$ cat config.mk
export PLATFORM = sky130hd
export DESIGN_NAME = intersection_phase_scheduler
export DESIGN_NICKNAME = d
export VERILOG_FILES = /design/src/rtl/intersection_pkg.sv /design/src/rtl/phase_timer.sv /design/src/rtl/intersection_phase_scheduler.sv
export SDC_FILE = /design/constraint.sdc
export NUM_CORES = 1
export LEC_CHECK = 0
export CORE_UTILIZATION = 49
export CTS_BUF_LIST = sky130_fd_sc_hd__clkbuf_16
export DETAILED_ROUTE_END_ITERATION = 7
export PLACE_DENSITY = 0.72
export SLEW_MARGIN = 5
export SYNTH_ARGS = -nofsm -noshare
export SYNTH_HDL_FRONTEND = slang
export SYNTH_SLANG_ARGS = --single-unit
$ cat constraint.sdc
create_clock -name clk -period 2.4 [get_ports clk]
set_clock_uncertainty 0.15 [all_clocks]
set_input_delay 0.48 -clock clk [delete_from_list [all_inputs] [get_ports clk]]
set_output_delay 0.48 -clock clk [all_outputs]
set_load 0.01 [all_outputs]
$ cat src/rtl/intersection_pkg.sv
// Shared types and timing defaults for the intersection phase scheduler.
// Latency: n/a (types, constants and one combinational helper only).
// Backpressure: n/a.
package intersection_pkg;

  // Default phase timing, in clock cycles
  localparam int unsigned DEF_MIN_GREEN = 4;
  localparam int unsigned DEF_MAX_GREEN = 12;
  localparam int unsigned DEF_YELLOW_T  = 3;
  localparam int unsigned DEF_ALL_RED_T = 1;
  localparam int unsigned DEF_WALK_T    = 6;

  localparam int unsigned TIMER_W = 8;
  localparam int unsigned PHASE_W = 3;

  // The enum values are the external phase encoding; 6 and 7 are unused
  typedef enum logic [PHASE_W-1:0] {
    NS_GREEN  = 3'd0,
    NS_YELLOW = 3'd1,
    ALL_RED   = 3'd2,
    EW_GREEN  = 3'd3,
    EW_YELLOW = 3'd4,
    PED_WALK  = 3'd5
  } state_t;

  // Which service phase was entered most recently
  typedef enum logic [1:0] {
    SRV_NS  = 2'd0,
    SRV_EW  = 2'd1,
    SRV_PED = 2'd2
  } served_t;

  // Round-robin pick out of ALL_RED: scan NS -> EW -> PED -> NS, starting
  // with the phase after the last-served one. Nothing pending rests in NS.
  function automatic state_t rr_pick(input served_t last, input logic p_ns,
                                     input logic p_ew, input logic p_ped);
    state_t pick;
    pick = NS_GREEN;
    case (last)
      SRV_NS: begin
        if (p_ew)       pick = EW_GREEN;
        else if (p_ped) pick = PED_WALK;
        else if (p_ns)  pick = NS_GREEN;
      end
      SRV_EW: begin
        if (p_ped)      pick = PED_WALK;
        else if (p_ns)  pick = NS_GREEN;
        else if (p_ew)  pick = EW_GREEN;
      end
      default: begin
        if (p_ns)       pick = NS_GREEN;
        else if (p_ew)  pick = EW_GREEN;
        else if (p_ped) pick = PED_WALK;
      end
    endcase
    return pick;
  endfunction

endpackage

$ cat src/rtl/phase_timer.sv
// Saturating up-counter measuring cycles spent in the current phase.
// Latency: count reflects clr/increment one cycle after the edge; 0 the cycle after clr.
// Backpressure: none; counts every cycle, holds at all-ones.
//
// Ports:
//   clk   - system clock
//   rst   - asynchronous active-high reset, forces count to 0
//   clr   - synchronous clear (state entry); wins over increment
//   count - current cycle count within the phase
module phase_timer
  import intersection_pkg::*;
#(
  parameter int unsigned WIDTH = TIMER_W
) (
  input  logic             clk,
  input  logic             rst,
  input  logic             clr,
  output logic [WIDTH-1:0] count
);

  always_ff @(posedge clk or posedge rst) begin
    if (rst) begin
      count <= '0;
    end else if (clr) begin
      count <= '0;
    end else if (count != '1) begin
      count <= count + 1'b1;
    end
  end

endmodule

$ cat src/rtl/intersection_phase_scheduler.sv
// Traffic-light phase scheduler: NS/EW vehicle greens and a pedestrian walk, round-robin.
// Latency: requests latch into pending bits one cycle after the sensor; lamps are Moore (registered state).
// Backpressure: none; sensors are sampled every cycle and remembered until their phase is entered.
//
// Ports:
//   clk, rst                      - system clock, asynchronous active-high reset
//   ns_req, ew_req                - vehicle sensors (level)
//   ped_req                       - pedestrian button (level or one-cycle pulse)
//   NS_Red/Yellow/Green           - north-south lamp drives
//   EW_Red/Yellow/Green           - east-west lamp drives
//   walk                          - pedestrian walk lamp
//   phase                         - encoded current state
module intersection_phase_scheduler
  import intersection_pkg::*;
#(
  parameter int unsigned MIN_GREEN = DEF_MIN_GREEN,
  parameter int unsigned MAX_GREEN = DEF_MAX_GREEN,
  parameter int unsigned YELLOW_T  = DEF_YELLOW_T,
  parameter int unsigned ALL_RED_T = DEF_ALL_RED_T,
  parameter int unsigned WALK_T    = DEF_WALK_T
) (
  input  logic               clk,
  input  logic               rst,
  input  logic               ns_req,
  input  logic               ew_req,
  input  logic               ped_req,
  output logic               NS_Red,
  output logic               NS_Yellow,
  output logic               NS_Green,
  output logic               EW_Red,
  output logic               EW_Yellow,
  output logic               EW_Green,
  output logic               walk,
  output logic [PHASE_W-1:0] phase
);

  // Exit thresholds expressed as the timer value of the last cycle in phase
  localparam logic [TIMER_W-1:0] MIN_LIM  = 8'(MIN_GREEN - 1);
  localparam logic [TIMER_W-1:0] MAX_LIM  = 8'(MAX_GREEN - 1);
  localparam logic [TIMER_W-1:0] YEL_LIM  = 8'(YELLOW_T - 1);
  localparam logic [TIMER_W-1:0] AR_LIM   = 8'(ALL_RED_T - 1);
  localparam logic [TIMER_W-1:0] WALK_LIM = 8'(WALK_T - 1);

  state_t              state;
  state_t              state_nxt;
  served_t             last_srv;
  logic                pend_ns;
  logic                pend_ew;
  logic                pend_ped;
  logic [TIMER_W-1:0]  timer;
  logic                state_entry;
  logic                enter_ns;
  logic                enter_ew;
  logic                enter_ped;

  // Any state change restarts the phase timer at 0 for the new state
  assign state_entry = (state_nxt != state);
  assign enter_ns    = state_entry && (state_nxt == NS_GREEN);
  assign enter_ew    = state_entry && (state_nxt == EW_GREEN);
  assign enter_ped   = state_entry && (state_nxt == PED_WALK);

  phase_timer #(
    .WIDTH (TIMER_W)
  ) u_timer (
    .clk   (clk),
    .rst   (rst),
    .clr   (state_entry),
    .count (timer)
  );

  // Next-state logic. Greens only ever hand over to their own yellow;
  // every route into a green or the walk goes through ALL_RED.
  always_comb begin
    state_nxt = state;
    case (state)
      NS_GREEN: begin
        if ((pend_ew || pend_ped) &&
            ((timer >= MAX_LIM) || ((timer >= MIN_LIM) && !ns_req))) begin
          state_nxt = NS_YELLOW;
        end
      end
      NS_YELLOW: begin
        if (timer == YEL_LIM) state_nxt = ALL_RED;
      end
      EW_GREEN: begin
        if ((pend_ns || pend_ped) &&
            ((timer >= MAX_LIM) || ((timer >= MIN_LIM) && !ew_req))) begin
          state_nxt = EW_YELLOW;
        end
      end
      EW_YELLOW: begin
        if (timer == YEL_LIM) state_nxt = ALL_RED;
      end
      PED_WALK: begin
        if (timer == WALK_LIM) state_nxt = ALL_RED;
      end
      ALL_RED: begin
        if (timer == AR_LIM) state_nxt = rr_pick(last_srv, pend_ns, pend_ew, pend_ped);
      end
      // Encodings 6/7 are illegal; recover through clearance
      default: state_nxt = ALL_RED;
    endcase
  end

  // State, pending requests and last-served bookkeeping. Entering a phase
  // clears its pending bit even if the sensor is high on that same cycle;
  // a request for the phase already being served is not remembered.
  always_ff @(posedge clk or posedge rst) begin
    if (rst) begin
      state    <= NS_GREEN;
      pend_ns  <= 1'b0;
      pend_ew  <= 1'b0;
      pend_ped <= 1'b0;
      last_srv <= SRV_PED;
    end else begin
      state    <= state_nxt;
      pend_ns  <= enter_ns  ? 1'b0 : (pend_ns  || (ns_req  && (state != NS_GREEN)));
      pend_ew  <= enter_ew  ? 1'b0 : (pend_ew  || (ew_req  && (state != EW_GREEN)));
      pend_ped <= enter_ped ? 1'b0 : (pend_ped || (ped_req && (state != PED_WALK)));
      if (enter_ns)       last_srv <= SRV_NS;
      else if (enter_ew)  last_srv <= SRV_EW;
      else if (enter_ped) last_srv <= SRV_PED;
    end
  end

  // Moore lamp decode; unknown encodings show all red
  always_comb begin
    NS_Red    = 1'b1;
    NS_Yellow = 1'b0;
    NS_Green  = 1'b0;
    EW_Red    = 1'b1;
    EW_Yellow = 1'b0;
    EW_Green  = 1'b0;
    walk      = 1'b0;
    case (state)
      NS_GREEN:  begin NS_Red = 1'b0; NS_Green  = 1'b1; end
      NS_YELLOW: begin NS_Red = 1'b0; NS_Yellow = 1'b1; end
      EW_GREEN:  begin EW_Red = 1'b0; EW_Green  = 1'b1; end
      EW_YELLOW: begin EW_Red = 1'b0; EW_Yellow = 1'b1; end
      PED_WALK:  walk = 1'b1;
      default:   ;
    endcase
  end

  assign phase = state;

endmodule
==> results of run 1 <==
## worst max path at each step
stage,from,to,slack [ns],cells past startpoint
floorplan,u_timer.count[7],last_srv[0],0.14,7
global placement,ew_req,last_srv[0],-0.07,8
detailed placement,ew_req,last_srv[0],-0.12,8
CTS,u_timer.count[7],last_srv[0],0.01,7
global route,u_timer.count[0],u_timer.count[2],-0.03,8
finish,phase[1],walk,0.05,3
## routing by layer
| metal | routed length (um) | global-route usage (%) |
|---|---|---|
| met1 | 1310 | 31.5 |
| met2 | 1570 | 46.4 |
| met3 | 127 | 4.55 |
| met4 | 41 | 5.56 |
| met5 | 0 | 0 |
## stage by stage
| stage | total power, uW | std cells | worst slack [ns] | area (sq um) |
|---|---|---|---|---|
| 3_5_place_dp | 1500 | 184 | -0.122 | 1410 |
| 2_1_floorplan | 1100 | 134 | 0.140 | 1160 |
| 3_3_place_gp | 1500 | 184 | -0.0739 | 1410 |
| 4_1_cts | 1850 | 188 | 0.0110 | 1490 |
| 5_1_grt | 2190 | 198 | -0.0278 | 1600 |
| 6_report | 2050 | 198 | 0.0529 | 1600 |
## worst max-delay path: stages (launching register included)
cell	delay, ns
dfrtp_2	0.47
nor2b_1	0.20
and2_1	0.23
clkdlybuf4s50_1	0.56
## final cells by class
| type | instances | share of cell area, % |
|---|---|---|
| sequential | 16 | 25.4 |
| tap | 28 | 2.18 |
| clock inverter | 1 | 0.234 |
| inverter | 8 | 1.87 |
| clock buffer | 3 | 4.68 |
| multi-input combinational | 107 | 47.0 |
| timing repair buffer | 35 | 18.7 |
## registers in the layout, indices dropped and copies added, names as in the netlist
| name | count |
|---|---|
| last_srv | 2 |
| pend_ew | 1 |
| u_timer.count | 8 |
| phase | 3 |
| pend_ped | 1 |
| pend_ns | 1 |
## power breakdown
part | internal (uW) | leakage (uW) | switching [uW]
clock network | 221 | 0.0000385 | 99.3
registers | 356 | 0.000198 | 125
logic | 600 | 0.000434 | 654
total | 1180 | 0.000671 | 879
## cells in the final DEF, fill, tap and decap left out, types with 2 or more instances in the layout
master	instances
a211oi_1	2
a21oi_1	7
a21oi_2	2
buf_4	21
clkbuf_16	3
clkdlybuf4s50_1	13
dfrtp_1	11
dfrtp_2	4
ha_1	4
inv_1	8
nand2_1	8
nand2b_1	3
nand3_1	6
nand3_2	3
nand3b_1	2
nand4_1	3
nor2_1	14
nor2_2	2
nor2b_1	6
nor3_1	7
nor3b_1	2
nor4_1	2
o211ai_1	4
o21ai_0	4
or2_2	2
xnor2_1	2
xor2_1	2
## kinds of logic after synthesis
logic type | Yosys count | synth area share, %
simple gates | 69 | 35.0
flops | 16 | 34.6
buf+inv | 12 | 4.31
fa+ha+maj | 4 | 4.31
compound gates | 27 | 16.7
xor+xnor | 6 | 5.17
## what timing repair did
item	4_1_cts	5_1_grt
endpoints found under the setup margin	2	17
resized for setup	3	10
cloned	0	1
buffers inserted	0	9
pin swaps	0	5
==> impl_metrics.yaml, run 1 <==
grt:
  antenna_found_initial: 0
  grt.total_usage_pct: 25.7
  grt_pass1_wl_um: 4860
  grt_pass1_vias: 1029
  overflow: 0
  grt_max_degree: 17
clocking:
  cts_sinks: 16
  insertion_delay_ns: 0.24
  cts_max_path_buffers: 2
  htree_levels: 1
  cts_buffers: 3
  cts-hold-fix-buffers: 0
  cts_tree: "done"
  clockRootBuffer: "clkbuf_16"
  clkSlewWorstSetupHoldPaths_ns: 0.05
routing:
  first_iter_violations: 20
  avgViaCountPerCell: 5.78
  vias: 1145
  drc: 0
  routed_wl_um: 3050
  wl_per_cell_um: 15.4
  drt_pass1_iterations: 6
  ant_nets: 0
die:
  die_h_um: 50.7
  die_w_um: 50.7
  ios: 15
  dieArea_sq_um: 2570
  start_util_pct: 52.0
  floorplan.rows: 17
  core_sq_um: 2230
synth:
  synth_top_area_share_pct: 32.3
  synth-seq-cells: 16
  synth_fp_nets: 143
  synthTopCellsByArea: "dfrtp_1 32%, nor2_1 5.2%, ha_1 4.3%, nand3_1 3.4%, nor2b_1 3.2%"
  yosys_warnings: 0
  ys_top_cells_by_count: "16 x nor2_1, 15 x dfrtp_1, 8 x inv_1, 8 x nand3_1"
  syn_avg_cell_area_sq_um: 8.67
  syn-cell-area_sq_um: 1160
  synth_cell_types: 41
  yosysSeqAreaShare_pct: 34.6
  synth_ff_type: "dfrtp_1"
  yosysMostFrequentCell: "nor2_1"
  yosys.area.top_type: "dfrtp_1"
  synth_edf_count: 0
  synthCells: 134
  async_flop_share_pct: 100
sta:
  worstMarginPinSlew_ns: 0.606
  finalSetupViolCount: 0
  fmax_mhz: 426
  finalCritPeriodShare_pct: 97.8
  fin_setup_tns_ns: 0
  holdWs_ns: 0.455
  max-slew-margin-rel_pct: 59.5
  final_hold_viol_count: 0
  timing.final.crit_period_ns: 2.35
  slew_viol_final: 0
worst_hold_path:
  hold_start: "u_timer.count[0]"
  whs_endpoint: "u_timer.count[0]"
  hold_path.class: "reg2reg"
  whs_path_depth: 2
flow_run:
  maxCapViolations: 0
worst_setup_path:
  regToRegSetupSlack_ns: 0.08
  cp_max_fo: 10
  reg2reg_to: "u_timer.count[2]"
  critPathKind: "reg2out"
  worstReg2RegStart: "u_timer.count[6]"
  end_kind: "output pin"
  critPathArrivalTime_ns: 1.72
  rr_worst_depth: 9
  cp.required_ns: 1.77
  crit_path_start_kind: "flop"
layout:
  multiInputGateArea_sq_um: 753
  layout-drive-gt1-share_pct: 28.8
  fin_util_pct: 71.8
  register_area_sq_um: 407
  n_antenna_cell: 0
  area_growth_pct: 38.0
  final_nets: 180
  fillers: 167
power:
  ir_drop_uv: 887
  power_per_cell_area_nw_per_um2: 1280
  p_leak_uw: 0.000671
place:
  routabilityCongestion: 0.880
  io_buffers: 14
  dp_hpwl_um: 2130
run_status:
  status: "finished, final reports clean"
(Power assumes the default switching activity.)
==> inputs of run 2 (changes only) <==
Settings changed: CORE_ASPECT_RATIO from default to 1.1, CORE_UTILIZATION 49 to 51, CTS_BUF_LIST sky130_fd_sc_hd__clkbuf_16 to sky130_fd_sc_hd__clkbuf_2, PLACE_DENSITY 0.72 to 0.74.
==> impl_metrics.yaml, run 2 (synthesized netlist as in run 1, its figures left out) <==
routing:
  drc: 0
  routed_wl_um: 3470
  avgViaCountPerCell: 5.92
  wl_per_cell_um: 17.0
  first_iter_violations: 44
  ant_nets: 0
  drt_pass1_iterations: 4
  vias: 1207
layout:
  n_antenna_cell: 0
  fillers: 150
  largest_reg_flops: 8
  final_cell_mix: "27 x buf_4, 14 x nor2_1, 12 x clkdlybuf4s50_1, 12 x dfrtp_1"
  regMostFlops: "u_timer.count"
  layout-drive-gt1-share_pct: 33.5
  area_growth_pct: 40.6
  final_nets: 186
  layout_commonest_cell: "buf_4"
  fin_area_sq_um: 1630
worst_setup_path:
  critPathKind: "reg2reg"
  end_kind: "flop"
  slowest_delay_ns: 0.45
  critPathArrivalTime_ns: 2.43
  crit_path_start_kind: "flop"
  cpMostUsedCell: "o211ai_1"
  cp_max_fo: 5
  path_cells: "nor4_4 -> nand3_2 -> o211ai_1 -> o211ai_1 -> or3_4 -> a21oi_4 -> nor2_1"
  cp.required_ns: 2.46
  slowest_stage: "dfrtp_1"
sta:
  rsz0062_at_grt: "yes"
  slew_viol_final: 0
  final_hold_viol_count: 0
  worstMarginPinSlew_ns: 0.630
  max-slew-margin-rel_pct: 57.9
  finalSetupViolCount: 0
  holdWs_ns: 0.381
  fmax_mhz: 422
  timing.final.crit_period_ns: 2.37
  setup_ws_ns: 0.0285
  finalCritPeriodShare_pct: 98.8
power:
  power_per_cell_area_nw_per_um2: 1280
  p_leak_uw: 0.000686
  ir_drop_uv: 1120
  finalPower_uw: 2100
clocking:
  cts_tree: "done"
  cts_sinks: 16
  clockRootBuffer: "clkbuf_2"
  htree_levels: 1
  cts_buffers: 3
  cts-hold-fix-buffers: 0
  insertion_delay_ns: 0.30
  clkSlewWorstSetupHoldPaths_ns: 0.17
  cts_max_path_buffers: 2
place:
  io_buffers: 14
  dp_hpwl_um: 2190
  routabilityCongestion: 0.934
  placed_area_sq_um: 1440
  dp_slack_ns: -0.152
die:
  floorplan.rows: 17
  start_util_pct: 55.8
  core_sq_um: 2080
  dieArea_sq_um: 2470
  die_w_um: 47.5
  die_h_um: 52.1
  ios: 15
grt:
  grt_pass1_wl_um: 4810
  grt.total_usage_pct: 28.3
  overflow: 0
  grt_max_degree: 17
  grt_pass1_vias: 1133
  antenna_found_initial: 0
flow_run:
  maxCapViolations: 0
worst_hold_path:
  hold_path.class: "in2async"
run_status:
  status: "finished, final reports clean"
run 2: cell types whose count changed in the layout (fill, tap and decap cells not counted), sizes merged:
cell / delta
buf: +6
clkdlybuf4s50: -1
dlygate4sd2: +1
run 2: per-stage QoR:
stage | utilization, % | setup TNS, ns | std cells
6_report | 78.4 | 0 | 204
5_1_grt | 78.4 | -0.659 | 204
4_1_cts | 71.8 | 0 | 197
3_5_place_dp | 69.0 | -1.22 | 188
3_3_place_gp | 69.0 | -0.428 | 188
2_1_floorplan | - | 0 | 134
run 2: area by class of cell:
type	instances	area, sq um	share of cell area, %
multi-input cells	107	801	49.0
flip-flops and latches	16	405	24.8
clock inverters	1	3.75	0.230
well taps	28	35.0	2.14
clock buffers	3	15.0	0.919
repair buffers	41	344	21.1
inverters	8	30.0	1.84
run 2: critical path, delay by kind of cell, from the launching register on:
| family | cells | cell delay, ns |
|---|---|---|
| AO/OA/AOI/OAI | 3 | 0.65 |
| flip-flops | 1 | 0.45 |
| AND/OR/NAND/NOR | 4 | 1.03 |
run 2: path summary, 6_finish.rpt:
path                               end  cells past startpoint  slack [ns]             start
setup / recovery           last_srv[0]                      7        0.03  u_timer.count[6]
hold / removal             last_srv[0]                      2        0.38               rst
setup reg to reg           last_srv[0]                      7        0.03  u_timer.count[6]
hold reg to reg            last_srv[0]                      2        0.50       last_srv[0]
max in group asynchronous     phase[2]                      2        1.28               rst
min in group clk           last_srv[0]                      2        0.50       last_srv[0]
run 2: repair_timing:
item / in CTS / in global routing
setup endpoints to repair: 6 / 14
buffers inserted: 5 / 6
gates cloned: 0 / 1
pin swaps: 0 / 10
gates resized for setup: 4 / 17
run 2: per-layer routing:
metal  wire [um]  vias to the layer above  GRT usage (%)
li1            -                      563              -
met1        1390                      587           32.8
met2        1810                       47           51.6
met3         179                       10           3.13
met4          87                        0           9.05
met5           0                        -              0
run 2: where the power goes:
part / switching [uW] / internal (uW)
Combinational: 820 / 710
Clock: 92.6 / 36.2
Sequential: 90.5 / 351
Total: 1000 / 1100
==> inputs of run 3 (changes only) <==
Settings changed: CORE_UTILIZATION 51 to 41, PLACE_DENSITY 0.74 to 0.62.
==> impl_metrics.yaml, run 3 (synthesized netlist as in run 1, its figures left out) <==
run_status:
  status: "finished, final reports clean"
sta:
  final_hold_viol_count: 0
  timing.final.crit_period_ns: 2.36
  fmax_mhz: 423
  setup_ws_ns: 0.0373
  max-slew-margin-rel_pct: 58.2
  worstMarginPinSlew_ns: 0.627
  slew_viol_final: 0
  finalSetupViolCount: 0
  finalCritPeriodShare_pct: 98.4
  fin_setup_tns_ns: 0
routing:
  first_iter_violations: 87
  ant_nets: 0
  avgViaCountPerCell: 5.79
  vias: 1205
  drt_pass1_iterations: 4
  routed_wl_um: 3310
  drc: 0
  wl_per_cell_um: 15.9
layout:
  n_antenna_cell: 0
  fin_util_pct: 63.7
  final_cell_mix: "28 x buf_4, 14 x nor2_1, 12 x dfrtp_1, 10 x clkdlybuf4s50_1, 8 x inv_1"
  multiInputGateArea_sq_um: 803
  largest_reg_flops: 8
  fillers: 200
  layout-drive-gt1-share_pct: 33.9
  layout_commonest_cell: "buf_4"
  final_nets: 187
  fin_area_sq_um: 1650
  register_area_sq_um: 405
  area_growth_pct: 42.0
  regMostFlops: "u_timer.count"
clocking:
  cts_tree: "done"
  cts-hold-fix-buffers: 0
  clockRootBuffer: "clkbuf_2"
  clkSlewWorstSetupHoldPaths_ns: 0.18
  cts_sinks: 16
  cts_buffers: 3
  cts_max_path_buffers: 2
  htree_levels: 1
  insertion_delay_ns: 0.31
worst_setup_path:
  cp.required_ns: 2.48
  critPathKind: "reg2reg"
  cp_max_fo: 6
  end_kind: "flop"
  crit_path_start_kind: "flop"
  critPathArrivalTime_ns: 2.44
power:
  finalPower_uw: 2100
  p_leak_uw: 0.000708
  ir_drop_uv: 840
  internal_power_uw: 1100
  clock_power_share_pct: 6.5
  p_seq_share_pct: 21.7
  netSwitchingFraction_pct: 47.4
  p_sw_uw: 995
  power_per_cell_area_nw_per_um2: 1270
  power_frac_comb_pct: 71.8
grt:
  busiest_layer: "met2"
  grt_pass1_vias: 1096
  overflow: 0
  grt_max_degree: 17
  antenna_found_initial: 0
  grt_pass1_wl_um: 5040
  grt.total_usage_pct: 22.6
  use_met2_pct: 40.0
  grtUsageMet3_pct: 3.41
  grtUsageMet1_pct: 28.5
die:
  start_util_pct: 44.9
  die_w_um: 52.8
  floorplan.rows: 19
  ios: 15
  core_sq_um: 2590
  die_h_um: 57.8
  dieArea_sq_um: 3050
flow_run:
  maxCapViolations: 0
worst_hold_path:
  hold_path.class: "in2async"
place:
  placed_area_sq_um: 1460
  dp_slack_ns: -0.164
  io_buffers: 14
  dp_hpwl_um: 2300
  routabilityCongestion: 0.869
## run 3: cell types whose count changed in the layout (fill, tap and decap cells not counted), sizes merged
cell,previous run,this run
buf,27,28
clkbuf,3,4
clkdlybuf4s50,12,10
clkinv,1,0
dlygate4sd2,1,2
dlymetal6s2s,1,2
## run 3: metrics by stage
step / hold slack (ns) / std cells
after floorplan: 0.243 / 134
after global placement: 0.411 / 193
after detailed placement: 0.430 / 193
after CTS: 0.399 / 201
after global routing: 0.435 / 208
final: 0.363 / 208
## run 3: worst paths after layout
path / depth (start not counted) / end / start / slack, ns
min in group clk: 2 / last_srv[0] / last_srv[0] / 0.48
setup / recovery: 8 / last_srv[1] / u_timer.count[6] / 0.04
hold reg to reg: 2 / last_srv[0] / last_srv[0] / 0.48
max in group asynchronous: 2 / phase[1] / rst / 1.28
setup reg to reg: 8 / last_srv[1] / u_timer.count[6] / 0.04
hold / removal: 2 / pend_ns / rst / 0.36
## run 3: power groups by stage
| stage | clock, uW | combinational [uW] | sequential, uW |
|---|---|---|---|
| after global routing | 147 | 1600 | 471 |
| after CTS | 133 | 1180 | 450 |
| after global placement | 0 | 1120 | 460 |
| after floorplan | 0 | 678 | 421 |
| final | 137 | 1510 | 456 |
| after detailed placement | 0 | 1140 | 463 |
## run 3: area by class of cell
type	instances	share of cell area [%]
multi-input cells	107	48.7
flip-flops and latches	16	24.6
inverters	8	1.82
clock buffers	4	1.21
repair buffers	42	21.4
well taps	31	2.35
## run 3: timing repair
action,4_1_cts,5_1_grt
pin swaps,1,6
cloned,0,1
setup endpoints to repair,6,15
resized for setup,5,18
setup buffers,4,6
## run 3: per-layer routing
metal  part of all wire, %  vias to the layer above
li1                      -                      571
met5                     0                        -
met1                    39                      565
met3                   6.1                       13
met2                    52                       56
met4                   3.0                        0
## run 3: critical path, stage by stage (launching register included)
cell	delay (ns)
dfrtp_1	0.46
nor4_4	0.27
buf_4	0.18
nand3_2	0.11
a21oi_2	0.26
nand4_4	0.19
or3_4	0.43
nand2_1	0.12
o311ai_4	0.11
